==> src/rtl/mm_line_reader_pkg.sv <==
// Shared types and helpers for the VGA memory-mapped line reader.
package vga_mm_pkg;

    typedef enum logic [1:0] {
        IDLE,
        ISSUE,
        DRAIN,
        ABORT
    } line_reader_state_t;

    function automatic int bytes_per_word(input int width);
        return width / 8;
    endfunction

endpackage

==> src/rtl/mm_line_reader_if.sv <==
// Avalon-MM read port plus the ready/valid pixel stream of the line reader.
interface mm_line_reader_if
    import vga_mm_pkg::*;
#(
    parameter int ADDR_WIDTH = 32,
    parameter int DATA_WIDTH = 16
);
    logic                                   mm_read;
    logic [ADDR_WIDTH-1:0]                  mm_address;
    logic [bytes_per_word(DATA_WIDTH)-1:0]  mm_byteenable;
    logic [DATA_WIDTH-1:0]                  mm_readdata;
    logic                                   mm_waitrequest;
    logic                                   mm_readdatavalid;
    logic                                   out_valid;
    logic [DATA_WIDTH-1:0]                  out_data;
    logic                                   out_ready;

    modport master (
        output mm_read, mm_address, mm_byteenable, out_valid, out_data,
        input  mm_readdata, mm_waitrequest, mm_readdatavalid, out_ready
    );

    modport slave (
        input  mm_read, mm_address, mm_byteenable, out_valid, out_data,
        output mm_readdata, mm_waitrequest, mm_readdatavalid, out_ready
    );
endinterface

==> src/rtl/mm_line_reader_fifo.sv <==
// Synchronous FIFO with flush; count is exported so the reader can budget credits.
module fifo #(
    parameter int SIZE       = 8,
    parameter int DATA_WIDTH = 16
) (
    input  logic                          clk,
    input  logic                          reset_n,
    input  logic                          flush_i,
    input  logic                          push_i,
    input  logic [DATA_WIDTH-1:0]         push_data_i,
    input  logic                          pop_i,
    output logic [DATA_WIDTH-1:0]         pop_data_o,
    output logic                          empty_o,
    output logic [$clog2(SIZE+1)-1:0]     count_o
);
    localparam int PTR_W = (SIZE > 1) ? $clog2(SIZE) : 1;
    localparam int CNT_W = $clog2(SIZE + 1);

    logic [DATA_WIDTH-1:0] mem_q [SIZE];
    logic [PTR_W-1:0]      wr_ptr_q, rd_ptr_q;
    logic [CNT_W-1:0]      count_q;
    logic                  wr_en, rd_en;

    function automatic logic [PTR_W-1:0] next_ptr(input logic [PTR_W-1:0] p);
        return (p == PTR_W'(SIZE - 1)) ? '0 : p + 1'b1;
    endfunction

    assign wr_en      = push_i && (count_q != CNT_W'(SIZE));
    assign rd_en      = pop_i && (count_q != '0);
    assign empty_o    = (count_q == '0);
    assign count_o    = count_q;
    assign pop_data_o = mem_q[rd_ptr_q];

    // Pointer and occupancy bookkeeping; flush empties the queue in one cycle.
    always_ff @(posedge clk or negedge reset_n) begin
        if (!reset_n) begin
            wr_ptr_q <= '0;
            rd_ptr_q <= '0;
            count_q  <= '0;
        end else if (flush_i) begin
            wr_ptr_q <= '0;
            rd_ptr_q <= '0;
            count_q  <= '0;
        end else begin
            if (wr_en) wr_ptr_q <= next_ptr(wr_ptr_q);
            if (rd_en) rd_ptr_q <= next_ptr(rd_ptr_q);
            case ({wr_en, rd_en})
                2'b10:   count_q <= count_q + 1'b1;
                2'b01:   count_q <= count_q - 1'b1;
                default: count_q <= count_q;
            endcase
        end
    end

    // Storage array, no reset needed since occupancy gates visibility.
    always_ff @(posedge clk) begin
        if (wr_en) mem_q[wr_ptr_q] <= push_data_i;
    end
endmodule

==> src/rtl/mm_line_reader.sv <==
// Avalon-MM pipelined read master that fetches one video line into a FIFO
// and streams it out; issue is credit-limited by pending reads and FIFO room.
module mm_line_reader
    import vga_mm_pkg::*;
#(
    parameter int MEM_ADDR_WIDTH    = 32,
    parameter int MEM_DATA_WIDTH    = 16,
    parameter int MAX_PENDING_READS = 4,
    parameter int FIFO_DEPTH        = 8,
    parameter int COUNT_WIDTH       = 12
) (
    input  logic                      clk,
    input  logic                      reset_n,
    input  logic                      start_i,
    input  logic [MEM_ADDR_WIDTH-1:0] start_address_i,
    input  logic [COUNT_WIDTH-1:0]    word_count_i,
    input  logic                      abort_i,
    output logic                      busy_o,
    output logic                      done_o,
    mm_line_reader_if.master          bus
);
    localparam int PW  = $clog2(MAX_PENDING_READS + 1);
    localparam int FCW = $clog2(FIFO_DEPTH + 1);
    localparam logic [MEM_ADDR_WIDTH-1:0] BPW = MEM_ADDR_WIDTH'(bytes_per_word(MEM_DATA_WIDTH));

    line_reader_state_t        state_q, state_d;
    logic                      read_q, read_d;
    logic [MEM_ADDR_WIDTH-1:0] addr_q, addr_d;
    logic [COUNT_WIDTH-1:0]    remaining_q, remaining_d;
    logic [PW-1:0]             pending_q, pending_d;
    logic                      done_q, done_d;

    logic                      accept, rdv, push, pop, flush, can_issue, fifo_empty;
    logic [FCW-1:0]            fifo_count, fifo_count_next;

    assign accept = read_q && !bus.mm_waitrequest;
    // Returns with nothing outstanding are dropped so pending cannot underflow.
    assign rdv    = bus.mm_readdatavalid && (pending_q != '0);
    assign flush  = (state_q == ABORT) || (abort_i && (state_q == ISSUE || state_q == DRAIN));
    assign push   = rdv && !flush;
    assign pop    = bus.out_ready && !fifo_empty;

    assign pending_d       = pending_q + PW'(accept) - PW'(rdv);
    assign fifo_count_next = flush ? '0 : fifo_count + FCW'(push) - FCW'(pop);

    // Credits judged on post-edge occupancy, so a newly raised read always has a slot.
    always_comb begin
        can_issue = (int'(pending_d) < MAX_PENDING_READS) &&
                    (int'(pending_d) + int'(fifo_count_next) < FIFO_DEPTH);
    end

    // Next-state and registered-output decode.
    always_comb begin
        state_d     = state_q;
        read_d      = read_q;
        addr_d      = addr_q;
        remaining_d = remaining_q;
        done_d      = 1'b0;
        if (accept) addr_d = addr_q + BPW;
        case (state_q)
            IDLE: begin
                if (start_i) begin
                    if (word_count_i == '0) begin
                        done_d = 1'b1;
                    end else begin
                        state_d     = ISSUE;
                        addr_d      = start_address_i;
                        remaining_d = word_count_i;
                        read_d      = can_issue;
                    end
                end
            end
            ISSUE: begin
                remaining_d = remaining_q - COUNT_WIDTH'(accept);
                if (abort_i) begin
                    state_d = ABORT;
                    read_d  = read_q && !accept;
                end else if (remaining_d == '0) begin
                    state_d = DRAIN;
                    read_d  = 1'b0;
                end else begin
                    read_d = (read_q && !accept) || can_issue;
                end
            end
            DRAIN: begin
                if (abort_i) begin
                    state_d = ABORT;
                end else if (pending_d == '0) begin
                    state_d = IDLE;
                    done_d  = 1'b1;
                end
            end
            ABORT: begin
                // A stalled read must still complete before the bus is released.
                read_d = read_q && !accept;
                if (pending_d == '0 && !read_d) state_d = IDLE;
            end
            default: state_d = IDLE;
        endcase
    end

    // State and datapath registers.
    always_ff @(posedge clk or negedge reset_n) begin
        if (!reset_n) begin
            state_q     <= IDLE;
            read_q      <= 1'b0;
            addr_q      <= '0;
            remaining_q <= '0;
            pending_q   <= '0;
            done_q      <= 1'b0;
        end else begin
            state_q     <= state_d;
            read_q      <= read_d;
            addr_q      <= addr_d;
            remaining_q <= remaining_d;
            pending_q   <= pending_d;
            done_q      <= done_d;
        end
    end

    fifo #(
        .SIZE       (FIFO_DEPTH),
        .DATA_WIDTH (MEM_DATA_WIDTH)
    ) u_fifo (
        .clk         (clk),
        .reset_n     (reset_n),
        .flush_i     (flush),
        .push_i      (push),
        .push_data_i (bus.mm_readdata),
        .pop_i       (pop),
        .pop_data_o  (bus.out_data),
        .empty_o     (fifo_empty),
        .count_o     (fifo_count)
    );

    assign busy_o            = (state_q != IDLE);
    assign done_o            = done_q;
    assign bus.mm_read       = read_q;
    assign bus.mm_address    = addr_q;
    assign bus.mm_byteenable = '1;
    assign bus.out_valid     = !fifo_empty;

    unsolicited_rdv_a: assert property (@(posedge clk) disable iff (!reset_n)
        bus.mm_readdatavalid |-> (pending_q != '0));
endmodule
==> src/flat_wrapper.sv <==
// flat-port wrapper written by rule: the top's interface ports become plain ports
module mm_line_reader_flat import vga_mm_pkg::*;
#(
    parameter int MEM_ADDR_WIDTH    = 32,
    parameter int MEM_DATA_WIDTH    = 16,
    parameter int MAX_PENDING_READS = 4,
    parameter int FIFO_DEPTH        = 8,
    parameter int COUNT_WIDTH       = 12
)
  (clk, reset_n, start_i, start_address_i, word_count_i, abort_i, busy_o, done_o, bus_mm_read, bus_mm_address, bus_mm_byteenable, bus_out_valid, bus_out_data, bus_mm_readdata, bus_mm_waitrequest, bus_mm_readdatavalid, bus_out_ready);
  mm_line_reader_if bus_i ();
  input  logic clk;
  input  logic reset_n;
  input  logic start_i;
  input  logic [MEM_ADDR_WIDTH-1:0] start_address_i;
  input  logic [COUNT_WIDTH-1:0] word_count_i;
  input  logic abort_i;
  output logic busy_o;
  output logic done_o;
  output wire logic [$bits(bus_i.mm_read)-1:0] bus_mm_read;
  output wire logic [$bits(bus_i.mm_address)-1:0] bus_mm_address;
  output wire logic [$bits(bus_i.mm_byteenable)-1:0] bus_mm_byteenable;
  output wire logic [$bits(bus_i.out_valid)-1:0] bus_out_valid;
  output wire logic [$bits(bus_i.out_data)-1:0] bus_out_data;
  input wire logic [$bits(bus_i.mm_readdata)-1:0] bus_mm_readdata;
  input wire logic [$bits(bus_i.mm_waitrequest)-1:0] bus_mm_waitrequest;
  input wire logic [$bits(bus_i.mm_readdatavalid)-1:0] bus_mm_readdatavalid;
  input wire logic [$bits(bus_i.out_ready)-1:0] bus_out_ready;
  assign bus_mm_read = bus_i.mm_read;
  assign bus_mm_address = bus_i.mm_address;
  assign bus_mm_byteenable = bus_i.mm_byteenable;
  assign bus_out_valid = bus_i.out_valid;
  assign bus_out_data = bus_i.out_data;
  assign bus_i.mm_readdata = bus_mm_readdata;
  assign bus_i.mm_waitrequest = bus_mm_waitrequest;
  assign bus_i.mm_readdatavalid = bus_mm_readdatavalid;
  assign bus_i.out_ready = bus_out_ready;
  mm_line_reader #(.MEM_ADDR_WIDTH(MEM_ADDR_WIDTH), .MEM_DATA_WIDTH(MEM_DATA_WIDTH), .MAX_PENDING_READS(MAX_PENDING_READS), .FIFO_DEPTH(FIFO_DEPTH), .COUNT_WIDTH(COUNT_WIDTH)) u_core (.clk(clk), .reset_n(reset_n), .start_i(start_i), .start_address_i(start_address_i), .word_count_i(word_count_i), .abort_i(abort_i), .busy_o(busy_o), .done_o(done_o), .bus(bus_i));
endmodule
==> config.mk <==
export PLATFORM = sky130hd
export DESIGN_NAME = mm_line_reader_flat
export DESIGN_NICKNAME = d
export VERILOG_FILES = /design/src/rtl/mm_line_reader_pkg.sv /design/src/rtl/mm_line_reader_if.sv /design/src/rtl/mm_line_reader_fifo.sv /design/src/rtl/mm_line_reader.sv /design/src/flat_wrapper.sv
export SDC_FILE = /design/constraint.sdc
export NUM_CORES = 1
export LEC_CHECK = 0
export ABC_CLOCK_PERIOD_IN_PS = 5800
export CAP_MARGIN = 20
export CORE_MARGIN = 2
export CORE_UTILIZATION = 55
export CTS_CLUSTER_SIZE = 28
export DETAILED_ROUTE_END_ITERATION = 8
export DONT_BUFFER_PORTS = 1
export PLACE_DENSITY = 0.79
export SETUP_SLACK_MARGIN = 0.3
export SYNTH_ARGS = -nofsm -noshare
export SYNTH_HDL_FRONTEND = slang
export SYNTH_SLANG_ARGS = --single-unit
==> constraint.sdc <==
create_clock -name clk -period 5.8 [get_ports clk]
set_input_delay 0.87 -clock clk [delete_from_list [all_inputs] [get_ports clk]]
set_output_delay 0.87 -clock clk [all_outputs]
set_load 0.005 [all_outputs]
==> results.cfg, run 1 <==
[outcome]
status = finished clean

[cts]
cts_resized = 0
holdBufCountCts = 0
clk_pin_slew_ps = 70
clock_latency_ps = 430
clock_path_buffers = 2
post_cts.repair.setup_buffers = 0
cts_max_level = 4
cts_root_buf = clkbuf_16
cts_sinks = 189
cts_tree = done
cts-buffers-inserted = 17

[setup_path]
crit_top_cell = ha_1
r2r_start = u_core.state_q[0]$_DFFE_PN0P_
crit_slowest_cell = dfrtp_1
worstPathCellList = inv_1 > ha_1 > a21oi_1 > nand2_1 > ha_1 > inv_1 > ha_1 > fa_1 > xnor2_1 > nor2_1 > ha_1 > a41o_1 > a21oi_1 > nor3_1 > or3_1 > a221o_1 > a41oi_2
crit_fanout = 5
required_ps = 6150
crit_type = flip-flop to flip-flop
cp.arrival_ps = 4490
cp-start-kind = flip-flop
path_buf_inv = 2
cp-end-kind = flip-flop
cp_slowest_stage_delay_ps = 430
setup.worst_path.start = u_core.state_q[0]$_DFFE_PN0P_
crit_family = adder cells

[synthesis]
synth-main-ff-cell = edfxtp_1
postSynthCellCount = 678
ys.warnings.count = 0
ys_types = 67
seq_area_frac_synth_pct = 59.9
ys_ff_latch = 189
syn_avg_cell_area_um2 = 13.2
async_reset_ff_share_pct = 32.3
synth_area_um2 = 8970
synth_edf_count = 128

[pwr]
cellPowerDensity_nw_per_um2 = 493
ir_drop_mv = 0.310
fin_total_pwr_uw = 4850
p_leak_uw = 0.00346

[die]
start_util_pct = 56.5
die_h_um = 132
core-area_um2 = 15900
ioPinCount = 121
die_w_um = 132
rows = 46
die_area_um2 = 17300

[finish]
final_common_cell = edfxtp_1
fin_nets = 769
most-common-layout-cells = 128 x edfxtp_1, 63 x nor2_1, 60 x dfrtp_1
syn2layout_area_growth_pct = 9.75
diodes = 0
drive_gt1_share_pct = 15.9

[sta]
final-setup-viol-count = 0
finClkSkew_ps = 11.6
fmax_mhz = 241
tightest_slew_ps = 1020
period_minus_slack_ps = 4140
finalMaxSlewViolations = 0
hold_violations = 0
slew_headroom_pct = 32.1
rsz0062_at_grt = no
fin_setup_tns_ps = 0
min_period_over_period_pct = 71.4
hold-worst-slack_ps = 127
fin_ws_ps = 1660

[global_routing]
grt.overflow.total = 0
grt_max_degree = 64
antenna_found_initial = 0
gr-usage-all-layers_pct = 22.3
grt_pass1_vias = 5623
grt_pass1_wl_um = 30100

[placement]
place_ws_ps = 1650
globalplace.congestion = 0.849
hpwl_um = 12300
io_buffers = 0

[detailed_routing]
post_drt_wl_per_cell_um = 20.5
vias = 5533
dr.pass1.iters = 4
initialDrtViolationCount = 410
viasPerCell = 6.13
ant_nets = 0
drcViolationCount = 0
routed_wl_um = 18500

[worst_hold_path]
worstHoldPathType = input pin to async pin

[run]
drv_cap = 0
## final timing paths
path,to,slack [ps],depth (start not counted)
max,u_core.bus.mm_read$_DFFE_PN0P_,1660,17
min,u_core.remaining_q[11]$_DFFE_PN0P_,130,0
max reg2reg,u_core.bus.mm_read$_DFFE_PN0P_,1660,17
min reg2reg,u_core.bus.mm_address[0]$_DFFE_PN0P_,570,1
max in group asynchronous,u_core.bus.mm_address[26]$_DFF_PN0_,5570,0
min in group clk,u_core.u_fifo.mem_q[3][5]$_DFFE_PP_,530,0
## cell type report
class                           count  area (um2)
Timing Repair Buffer                9         113
Multi-Input combinational cell    432        3400
Inverter                           25        93.8
Sequential cell                   189        5370
Clock buffer                       17         425
Clock inverter                     15         171
Fill cell                        1211        6040
Tap cell                          216         270
## synth_stat cells (all sizes together) (3+ instances only)
library cell,number,share of area [%]
a21oi,55,3.1
and3,8,0.56
buf,11,0.71
clkbuf,22,0.92
dfrtp,61,17
edfxtp,128,43
fa,3,0.67
ha,25,3.5
inv,24,1.0
mux2,18,2.3
mux4,32,8.0
nand2,38,1.6
nand2b,4,0.28
nand3,31,1.7
nand3b,3,0.29
nand4,10,0.70
nor2,65,2.7
nor2b,4,0.28
nor3,11,0.74
nor3b,4,0.39
nor4,5,0.35
o21a,6,0.50
o21ai,23,1.3
o221ai,5,0.49
o22ai,7,0.49
or3,3,0.21
xnor2,18,1.8
xor2,17,1.7
## per-stage QoR
stage	utilization (%)	cell area, um2	instances
CTS	61.5	9780	900
floorplan	-	8970	679
finish	62.0	9840	903
global route	62.0	9840	903
global placement	57.8	9180	868
detailed placement	57.8	9180	868
## registers in the layout, indices dropped and copies added, names as in the netlist
name	flops
u_core.bus.mm_address	32
u_core.remaining_q	12
u_core.u_fifo.mem_q	128
u_core.pending_q	3
u_core.bus.mm_read	1
u_core.state_q	2
u_core.done_o	1
u_core.u_fifo.wr_ptr_q	3
u_core.u_fifo.count_o	4
u_core.u_fifo.rd_ptr_q	3
## per-layer routing
| metal | GRT usage (%) | part of all wire (%) | vias to the layer above |
|---|---|---|---|
| li1 | - | - | 2533 |
| met1 | 28.0 | 40 | 2753 |
| met3 | 8.72 | 8.8 | 21 |
| met2 | 36.3 | 49 | 226 |
| met4 | 6.40 | 1.6 | 0 |
| met5 | 0 | 0 | - |
## logic make-up after synthesis
logic type      share of synthesized area, %
compound gates                          8.19
xor+xnor                                3.68
fa+ha+maj                               4.16
buf+inv                                 2.68
flops                                   59.9
mux                                     10.6
other cells                           0.0418
simple gates                            10.8
## power by group
part / switching [uW] / total [uW] / internal, uW
Combinational: 845 / 1580 / 738
Sequential: 343 / 2080 / 1740
Clock: 534 / 1180 / 651
Power figures use the tool's default switching activity.
==> run 2, diff against run 1 <==
--- a/config.mk
+++ b/config.mk
@@ -5,14 +5,14 @@
 export SDC_FILE = /design/constraint.sdc
 export NUM_CORES = 1
 export LEC_CHECK = 0
-export ABC_CLOCK_PERIOD_IN_PS = 5800
+export ABC_CLOCK_PERIOD_IN_PS = 3500
 export CAP_MARGIN = 20
 export CORE_MARGIN = 2
 export CORE_UTILIZATION = 55
 export CTS_CLUSTER_SIZE = 28
 export DETAILED_ROUTE_END_ITERATION = 8
 export DONT_BUFFER_PORTS = 1
-export PLACE_DENSITY = 0.79
+export PLACE_DENSITY = 0.82
 export SETUP_SLACK_MARGIN = 0.3
 export SYNTH_ARGS = -nofsm -noshare
 export SYNTH_HDL_FRONTEND = slang
==> constraint.sdc (replaced) <==
create_clock -name clk -period 3.5 [get_ports clk]
set_input_delay 0.525 -clock clk [delete_from_list [all_inputs] [get_ports clk]]
set_output_delay 0.525 -clock clk [all_outputs]
set_load 0.005 [all_outputs]
==> run 2 against run 1 <==
Effect of this change:
- the run now ends with setup timing left
- routed wire length grew 6.5%
- hold slack gained 46 ps
- global-route usage grew 1.4 points
- non-clock buffer count grew 26
- clock skew is essentially flat
- flip-flop and latch count is the same
- register-to-register slack lost 1700 ps
- via count grew 3.7%
- combinational power grew 85%
- fmax grew 18%
- clock-buffer cell count is the same
- power grew 73%
==> results.cfg, run 2 (synthesis results as in run 1) <==
[finish]
diodes = 0
final_common_cell = edfxtp_1
syn2layout_area_growth_pct = 13.0
fill_cells = 1176
fin_nets = 795
post-route-util_pct = 63.8
most-common-layout-cells = 128 x edfxtp_1, 65 x nor2_1, 60 x dfrtp_1
largest_reg_flops = 128
drive_gt1_share_pct = 21.0
largest_register = u_core.u_fifo.mem_q
fin_area_um2 = 10100

[sta]
period_minus_slack_ps = 3510
finClkSkew_ps = 11.4
hold_violations = 0
fin_setup_tns_ps = -13.1
tightest_slew_ps = 938
final-setup-viol-count = 1
min_period_over_period_pct = 100
finalMaxSlewViolations = 0
slew_headroom_pct = 37.5
fin_ws_ps = -13.1
rsz0062_at_grt = yes
fmax_mhz = 285

[die]
die_area_um2 = 17300
die_w_um = 132
core-area_um2 = 15900
die_h_um = 132
rows = 46
start_util_pct = 56.5
ioPinCount = 121

[cts]
clock_path_buffers = 2
cts_sinks = 189
cts_max_level = 4
cts_root_buf = clkbuf_16
clock_latency_ps = 440
cts_tree = done
cts-buffers-inserted = 17
clk_pin_slew_ps = 80

[detailed_routing]
initialDrtViolationCount = 309
viasPerCell = 6.18
vias = 5738
drcViolationCount = 0
dr.pass1.iters = 5
routed_wl_um = 19700
ant_nets = 0
post_drt_wl_per_cell_um = 21.3

[global_routing]
grt_max_degree = 62
gr-usage-all-layers_pct = 23.7
grt_pass1_wl_um = 31800
grt.overflow.total = 0
antenna_found_initial = 0
grt_pass1_vias = 6028

[setup_path]
reg2reg_setup_slack_ps = -10
r2r_start = u_core.state_q[1]$_DFFE_PN0P_
cp-start-kind = flip-flop
required_ps = 3850
r2r-end = u_core.bus.mm_read$_DFFE_PN0P_
crit_fanout = 3
cp.arrival_ps = 3870
crit_type = flip-flop to flip-flop
ff2ff_path_depth = 17
cp-end-kind = flip-flop

[pwr]
cellPowerDensity_nw_per_um2 = 827
p_leak_uw = 0.00361
ir_drop_mv = 0.451
fin_total_pwr_uw = 8380

[worst_hold_path]
holdPathStages = 0
hold_path_end = u_core.u_fifo.mem_q[0][4]$_DFFE_PP_
min_from = bus_mm_readdata[4]
worstHoldPathType = input pin to flip-flop

[placement]
io_buffers = 0
placed_area_um2 = 9390
hpwl_um = 13400
globalplace.congestion = 0.904
place_ws_ps = -74.6

[outcome]
status = complete, but fails checks
failed_checks = setup timing

[run]
drv_cap = 0
-- run 2: how the worst max path moves through the flow --
stage | from | endpoint
2_1_floorplan | u_core.state_q[1]$_DFFE_PN0P_ | u_core.bus.mm_read$_DFFE_PN0P_
3_3_place_gp | u_core.state_q[1]$_DFFE_PN0P_ | u_core.bus.mm_read$_DFFE_PN0P_
3_5_place_dp | u_core.state_q[1]$_DFFE_PN0P_ | u_core.bus.mm_read$_DFFE_PN0P_
4_1_cts | u_core.state_q[1]$_DFFE_PN0P_ | u_core.bus.mm_read$_DFFE_PN0P_
5_1_grt | u_core.state_q[1]$_DFFE_PN0P_ | u_core.bus.mm_read$_DFFE_PN0P_
6_report | u_core.state_q[1]$_DFFE_PN0P_ | u_core.bus.mm_read$_DFFE_PN0P_
-- run 2: critical path, cell delays in order (launching register included) --
cell and delay (ps):
dfrtp_1 410, inv_2 90, ha_4 210, a21oi_4 130, nand2_2 90, ha_4 270, inv_2 30, ha_4 160
fa_2 350, xnor2_1 150, nor2_1 60, ha_1 320, a41o_1 210, a21oi_2 160, nor3_2 60, or3_1 310
a221o_1 310, a41oi_2 130
-- run 2: layer usage --
metal	wire (um)	vias to the layer above	global-route usage, %
met5	0	-	0
met4	444	0	9.06
met3	1720	39	7.02
met2	10500	263	42.1
met1	7100	2850	27.0
li1	-	2586	-
-- run 2: cell type report --
| type | instances | area, um2 | area share (%) |
|---|---|---|---|
| Sequential cell | 189 | 5370 | 53.0 |
| Multi-Input combinational cell | 432 | 3470 | 34.3 |
| Clock buffer | 17 | 425 | 4.20 |
| Timing Repair Buffer | 35 | 298 | 2.94 |
| Tap cell | 216 | 270 | 2.67 |
| Clock inverter | 15 | 200 | 1.98 |
| Inverter | 25 | 93.8 | 0.926 |
-- run 2: through the flow --
stage | hold WS, ps | std cells
2_1_floorplan | 229 | 679
3_3_place_gp | 231 | 893
3_5_place_dp | 231 | 893
4_1_cts | 161 | 928
5_1_grt | 149 | 929
6_report | 172 | 929
-- run 2: where the power goes --
part	internal [uW]	leakage [uW]	switching, uW
Combinational	1410	0.00145	1510
Sequential	2880	0.00186	603
Clock	991	0.000299	991
Total	5280	0.00361	3110
-- run 2: repair_timing --
action                                  in CTS  in global routing
pin swaps                                    4                  0
endpoints found under the hold margin       61                  0
endpoints found under the setup margin       1                  3
cloned                                       0                  0
gates resized for setup                      4                  8
hold buffers                                 2                  0
buffers inserted                             1                  1
